===== src/rtl/gencon_defs.sv =====
// Shared gencon types and widths used by the multiplier arbiter.
package gencon_defs;

  localparam int DATA_W = 16;

  typedef enum logic [2:0] {
    IDLE    = 3'd0,
    ISSUE   = 3'd1,
    WAIT    = 3'd2,
    RESPOND = 3'd3,
    FLUSH   = 3'd4
  } arb_state_t;

endpackage


===== src/rtl/mult_arbiter_rr_picker.sv =====
// Combinational round-robin picker: first set req bit searching upward from
// last_owner+1, wrapping; returns a one-hot grant and its index.
module rr_picker #(
  parameter int NREQ = 2,
  parameter int IW   = $clog2(NREQ)
) (
  input  logic [NREQ-1:0] req,
  input  logic [IW-1:0]   last_owner,
  output logic [NREQ-1:0] gnt,
  output logic [IW-1:0]   gnt_idx
);

  logic          hit_hi;
  logic          hit_lo;
  logic [IW-1:0] idx_hi;
  logic [IW-1:0] idx_lo;

  // Descending scans so the lowest matching index is the one left standing.
  always_comb begin
    hit_hi = 1'b0;
    hit_lo = 1'b0;
    idx_hi = '0;
    idx_lo = '0;
    for (int j = NREQ - 1; j >= 0; j--) begin
      if (req[j] && (j > int'(last_owner))) begin
        hit_hi = 1'b1;
        idx_hi = IW'(j);
      end
      if (req[j] && (j <= int'(last_owner))) begin
        hit_lo = 1'b1;
        idx_lo = IW'(j);
      end
    end
    gnt_idx = hit_hi ? idx_hi : idx_lo;
    gnt     = (hit_hi || hit_lo) ? (NREQ'(1) << gnt_idx) : '0;
  end

endmodule


===== src/rtl/mult_arbiter.sv =====
// Round-robin arbiter sharing one multiplier between NREQ requesters, with a
// watchdog that aborts a stuck grant and drains the multiplier before reuse.
module mult_arbiter
  import gencon_defs::*;
#(
  parameter int NREQ    = 2,
  parameter int TIMEOUT = 64
) (
  input  logic                   clk,
  input  logic                   RST,
  input  logic [NREQ-1:0]        req,
  input  logic [DATA_W*NREQ-1:0] op1_flat,
  input  logic [DATA_W*NREQ-1:0] op2_flat,
  output logic [NREQ-1:0]        done,
  output logic [NREQ-1:0]        err,
  output logic [DATA_W-1:0]      result,
  output logic                   busy,
  output logic                   mult_start,
  output logic [DATA_W-1:0]      mult_in1,
  output logic [DATA_W-1:0]      mult_in2,
  input  logic [DATA_W-1:0]      mult_out,
  input  logic                   mult_finish
);

  localparam int            IW      = $clog2(NREQ);
  localparam int            CW      = $clog2(TIMEOUT);
  localparam logic [CW-1:0] CNT_MAX = CW'(TIMEOUT - 1);

  arb_state_t        state;
  logic [CW-1:0]     cnt;
  logic [IW-1:0]     last_owner;
  logic [IW-1:0]     owner_idx;
  logic [NREQ-1:0]   owner_oh;
  logic              err_flag;
  logic [NREQ-1:0]   gnt;
  logic [IW-1:0]     gnt_idx;
  logic [DATA_W-1:0] sel_op1;
  logic [DATA_W-1:0] sel_op2;

  rr_picker #(.NREQ(NREQ), .IW(IW)) u_picker (
    .req        (req),
    .last_owner (last_owner),
    .gnt        (gnt),
    .gnt_idx    (gnt_idx)
  );

  always_comb begin
    sel_op1 = '0;
    sel_op2 = '0;
    for (int i = 0; i < NREQ; i++) begin
      if (gnt[i]) begin
        sel_op1 = op1_flat[DATA_W*i +: DATA_W];
        sel_op2 = op2_flat[DATA_W*i +: DATA_W];
      end
    end
  end

  always_ff @(posedge clk) begin
    if (RST) begin
      state      <= IDLE;
      cnt        <= '0;
      last_owner <= IW'(NREQ - 1);
      owner_idx  <= '0;
      owner_oh   <= '0;
      err_flag   <= 1'b0;
      done       <= '0;
      err        <= '0;
      result     <= '0;
      busy       <= 1'b0;
      mult_start <= 1'b0;
      mult_in1   <= '0;
      mult_in2   <= '0;
    end else begin
      done       <= '0;
      err        <= '0;
      mult_start <= 1'b0;
      case (state)
        IDLE: begin
          if (|req) begin
            owner_oh   <= gnt;
            owner_idx  <= gnt_idx;
            mult_in1   <= sel_op1;
            mult_in2   <= sel_op2;
            mult_start <= 1'b1;
            busy       <= 1'b1;
            state      <= ISSUE;
          end
        end
        ISSUE: begin
          cnt   <= '0;
          state <= WAIT;
        end
        WAIT: begin
          // A finish landing on the expiry cycle still counts as success.
          if (mult_finish) begin
            result   <= mult_out;
            err_flag <= 1'b0;
            done     <= owner_oh;
            state    <= RESPOND;
          end else if (cnt == CNT_MAX) begin
            result   <= '0;
            err_flag <= 1'b1;
            done     <= owner_oh;
            err      <= owner_oh;
            state    <= RESPOND;
          end else begin
            cnt <= cnt + 1'b1;
          end
        end
        RESPOND: begin
          last_owner <= owner_idx;
          cnt        <= '0;
          if (err_flag) begin
            state <= FLUSH;
          end else begin
            busy  <= 1'b0;
            state <= IDLE;
          end
        end
        FLUSH: begin
          // Drain the aborted operation so its finish cannot hit the next grant.
          if (mult_finish || (cnt == CNT_MAX)) begin
            busy  <= 1'b0;
            state <= IDLE;
          end else begin
            cnt <= cnt + 1'b1;
          end
        end
        default: begin
          busy  <= 1'b0;
          state <= IDLE;
        end
      endcase
    end
  end

endmodule

===== config.mk =====
export PLATFORM = sky130hd
export DESIGN_NAME = mult_arbiter
export DESIGN_NICKNAME = d
export VERILOG_FILES = /design/src/rtl/gencon_defs.sv /design/src/rtl/mult_arbiter_rr_picker.sv /design/src/rtl/mult_arbiter.sv
export SDC_FILE = /design/constraint.sdc
export NUM_CORES = 1
export LEC_CHECK = 0
export CAP_MARGIN = 10
export CELL_PAD_IN_SITES_DETAIL_PLACEMENT = 0
export CELL_PAD_IN_SITES_GLOBAL_PLACEMENT = 1
export CORE_ASPECT_RATIO = 1.1
export CORE_MARGIN = 1
export CORE_UTILIZATION = 28
export CTS_CLUSTER_SIZE = 14
export DETAILED_ROUTE_END_ITERATION = 8
export PLACE_DENSITY = 0.78
export SLEW_MARGIN = 5
export SYNTH_ARGS = -nofsm -noshare
export SYNTH_HDL_FRONTEND = slang
export SYNTH_SLANG_ARGS = --single-unit

===== constraint.sdc =====
create_clock -name clk -period 2 [get_ports clk]
set_input_delay 0.2 -clock clk [delete_from_list [all_inputs] [get_ports clk]]
set_output_delay 0.2 -clock clk [all_outputs]
set_load 0.01 [all_outputs]

== After elaboration in Yosys (flattened, before gate mapping) ==
Cells that the tools add are included.

* Equality and inequality tests: 12
* Reduce and logical (&&, ||, !) cells: 18
* Bitwise gates (word level): 3
* Muxes and demuxes: 31
* Order comparisons: 2
* Shifts and indexed selects: 1
* Add/sub/neg operators: 1

{| class="wikitable"
|+ Operator list
! kind !! count
|-
| $mux 16 || 6
|-
| $mux 6 || 3
|-
| $pmux 6 s3 || 1
|-
| $mux 3 || 5
|-
| $pmux 3 s5 || 1
|-
| $ne 2x2->1 const B || 6
|-
| $mux 1 || 11
|-
| $reduce_or 2->1 || 5
|-
| $reduce_and 4->1 || 2
|-
| $add 6x1->6 const B || 1
|-
| $eq 3x2->1 const B || 2
|-
| $eq 6x6->1 const B || 1
|-
| $mux 2 || 3
|-
| $pmux 1 s4 || 1
|-
| $reduce_and 2->1 || 2
|-
| $eq 3x1->1 const B || 1
|-
| $eq 3x3->1 const B || 1
|-
| $logic_not 3->1 || 1
|-
| $ne 3x3->1 const B || 1
|-
| $not 1->1 || 3
|-
| $reduce_and 3->1 || 1
|-
| $reduce_bool 3->1 || 1
|-
| $reduce_or 3->1 || 1
|-
| $logic_and 1x1->1 || 2
|-
| other kinds (5) || 6
|}

* Logic and storage cells: 81
* Input bits: 85
* Flip-flop bits (word level): 68

== Logic depth before layout (Yosys ltp) ==
* Word-level depth: 9
* Mapped depth: 7
* Gate-level depth less buffers: 5

== By module ==
Synthesis repeated with hierarchy kept, for this count alone.

* Cells, all modules: 290
* Area, all modules: 2762.6 um^2

{| class="wikitable"
|+ By module, submodules not included
! module !! cells an instance !! seq. area each (um^2) !! area an instance (um^2) !! instances
|-
| mult_arbiter || 286 || 1361.3 || 2736.4 || 1
|-
| rr_picker || 4 || 0.0 || 26.3 || 1
|}

== Worst setup path before layout ==
Ideal clock, no wire load.

* Path type: flip-flop to flip-flop
* From: register state[2]
* To: register mult_in1[10]
* Stages on the path, launching flop included: 8
* Arrival time: 1.649 ns
* Setup slack: 0.223 ns
* Setup time: 0.128 ns
* Cells stage by stage: dfxtp_1 buf_6 or3_4 or2_1 buf_6 buf_6 a222oi_1 nor2_1

* Cells in the longest elaborated chain, start to end: 2

{| class="wikitable"
|+ RTL lines
! what !! RTL line !! text
|-
| start, declared || mult_arbiter.sv:29 || <nowiki>arb_state_t state;</nowiki>
|-
| start signal, assigned || mult_arbiter.sv:60 || <nowiki>state <= IDLE;</nowiki>
|-
| start signal, assigned || mult_arbiter.sv:86 || <nowiki>state <= ISSUE;</nowiki>
|-
| start signal, assigned || mult_arbiter.sv:91 || <nowiki>state <= WAIT;</nowiki>
|-
| $logic_not 3->1 || mult_arbiter.sv:77 || <nowiki>case (state)</nowiki>
|-
| $reduce_and 2->1 (no line) || - ||
|-
| end signal, assigned || mult_arbiter.sv:82 || <nowiki>mult_in1 <= sel_op1;</nowiki>
|-
| end, declared || mult_arbiter.sv:19 || <nowiki>output logic [DATA_W-1:0] mult_in1,</nowiki>
|}

No other way between the ends.
A chain may end at the register's enable or synchronous reset.

== Final worst setup path ==
* From: register cnt[0]
* To: register result[12]

* Cells in the longest elaborated chain, start to end: 3

{| class="wikitable"
|+ RTL lines
! what !! RTL line !! text
|-
| start, declared || mult_arbiter.sv:30 || <nowiki>logic [CW-1:0] cnt;</nowiki>
|-
| start signal, assigned || mult_arbiter.sv:107 || <nowiki>cnt <= cnt + 1'b1;</nowiki>
|-
| start signal, assigned || mult_arbiter.sv:126 || <nowiki>cnt <= cnt + 1'b1;</nowiki>
|-
| $eq 6x6->1 || mult_arbiter.sv:100 || <nowiki>end else if (cnt == CNT_MAX) begin</nowiki>
|-
| $reduce_bool 2->1 (no line) || - ||
|-
| $reduce_and 2->1 (no line) || - ||
|-
| end signal, assigned || mult_arbiter.sv:96 || <nowiki>result <= mult_out;</nowiki>
|-
| end, declared || mult_arbiter.sv:16 || <nowiki>output logic [DATA_W-1:0] result,</nowiki>
|}

No other way between the ends.

==> qor.csv <==
metric,value,unit
syn_avg_cell_area,10.2,µm²
die_height,102,µm
htreeDepth,3,
fillers,833,
placedCellCount,494,
fin_nets,477,
finalCritPeriodShare,87.7,%
flow.area_growth_from_synthesis,67.7,%
hpwl,5.21,mm
holdCritPathClass,in -> reg,
start_util,28.9,%
startpoint_type,flop,
setup_ws,0.246,ns
synth_top_area_cell,dfxtp_1,
clock_sinks,68,
clock.fmax,570,MHz
numCtsBuffers,9,
grt_pass1_vias,2531,
synth.top_cells.by_count,"dfxtp_1, nor2_1, a222oi_1",
drive_gt1_share,9.09,%
yosysMostFrequentCell,dfxtp_1,
drtIter0Drc,146,
worst-path-max-fanout,16,
wirelength,7.48,mm
layoutNonFillerInstCount,510,
cts_tree,done,
crit_required,2.23,ns
drc,0,
crit_type,reg -> reg,
yosysSeqAreaShare,53.1,%
synth-edff-count,0,
cts_resized,0,
ir_drop,518,µV
clk_pin_slew,0.07,ns
num_io_pins,139,
design_area,4300,µm²
overflow,0,
antenna_found_initial,0,
ys_types,38,
synth_nets,338,
die_w,93.3,µm
async_flop_share,0,%
insertedDiodeCount,0,
worstPathArrival,1.98,ns
die_area,9550,µm²
postCtsSetupBuffers,0,
fin_tns_setup,0,ns
port_buffers,138,
skew,0.00856,ns
grt_first_pass_wirelength,12.1,mm
gp_congestion,0.734,
pre_cts_slack,0.159,ns
grtUsageTotal,16.3,%
syn_inst,252,
power_leakage,1.62,nW
final_max_slew_viol_count,0,
worstMarginPinSlew,0.476,ns
core_area,8870,µm²
synth_top_area_share,53.1,%
hold_violations,0,
postRouteAntennaNets,0,
rsz0062_at_grt,no,
grt_max_degree,36,
cts_root_buffer,clkbuf_8,
cts_hold_buf,0,
maxCapViolations,0,
yosysWarningCount,0,
fp-row-count,36,
post-route-util,48.5,%
vias,2593,
synthesis.area,2560,µm²
synth.area.top_cells,"dfxtp_1, a222oi_1, nor2_1",
p_per_area,820,nW/µm²
finalPower,3.53,mW
clk_latency,0.34,ns
rrSetupSlack,0.25,ns
outcome,completed,
place_area,4100,µm²
wire_per_inst,14.7,µm
finalSetupViolCount,0,
whs,0.186,ns
vias_per_cell,5.08,
clk_path_buf_depth,2,
dr.pass1.iters,7,
max-slew-margin-rel,68.1,%
synth_seq_cells,68,
synth_ff_type,dfxtp_1,
worst_setup_path_end_kind,flop,
min_period,1.75,ns
flip-flops by register name (all words and copies together) (netlist names), 2 cells and up:
register	cells
cnt	6
done	2
err	2
mult_in1	16
mult_in2	16
owner_oh	2
result	16
state	3
power breakdown:
group / internal (mW) / total (mW) / switching (mW)
Sequential: 1.47 / 1.53 / 0.0596
Combinational: 0.498 / 0.860 / 0.363
Clock: 0.582 / 1.14 / 0.558
Total: 2.55 / 3.53 / 0.980
final timing paths:
path	depth (start not counted)	from	to
worst max register to register	6	cnt[0]	result[12]
worst min register to register	1	result[11]	result[11]
worst max-delay path	6	cnt[0]	result[12]
worst min-delay path	4	RST	state[0]
per-layer routing:
| layer | part of all wire [%] | global-route usage, % | vias to the layer above |
|---|---|---|---|
| met4 | 1.6 | 6.15 | 0 |
| li1 | - | - | 1258 |
| met3 | 8.5 | 6.85 | 13 |
| met5 | 0 | 0 | - |
| met1 | 42 | 19.9 | 1215 |
| met2 | 47 | 25.8 | 107 |
cell type report:
type                            instances  area [µm²]  share of cell area, %
Clock buffer                            9         124                   2.88
Multi-Input combinational cell        160        1080                   25.2
Clock inverter                          7        76.3                   1.77
Inverter                                1        3.75                 0.0873
Tap cell                              114         143                   3.32
Timing Repair Buffer                  151        1510                   35.1
Sequential cell                        68        1360                   31.6
logic make-up (layout without fill, tap and decap cells):
group | count (synthesis) | after routing | synth area share, %
muxes | 2 | 2 | 0.781
and+or+nand+nor | 79 | 79 | 14.6
DFF | 68 | 68 | 53.1
AOI/OAI and AO/OA | 76 | 76 | 25.2
adders and majority gates | 1 | 1 | 0.488
xor gates and xnor gates | 2 | 2 | 0.683
buffers and inverters | 24 | 168 | 5.17
critical path: stages, from the launching register on:
cell	delay (ns)
dfxtp_1	0.41
ha_1	0.24
nand3_1	0.20
o21bai_2	0.24
a31oi_1	0.12
buf_4	0.21
a22o_1	0.24
layout by cell type (no fill, tap or decap), types with 2 or more instances in the layout:
master / instances
clkinv_4: 2
clkinvlp_4: 2
a21oi_1: 6
nand3_1: 6
dfxtp_1: 68
a211oi_1: 2
a31oi_1: 3
nor3_1: 7
and3_1: 5
a21boi_0: 2
nor2_1: 45
nor4b_1: 3
a22o_1: 17
o21ai_0: 5
buf_4: 10
nand2_1: 4
a222oi_1: 30
mux2i_1: 2
buf_12: 3
a211o_1: 4
clkbuf_8: 9
clkdlybuf4s50_1: 137
(Power assumes the default switching activity.)
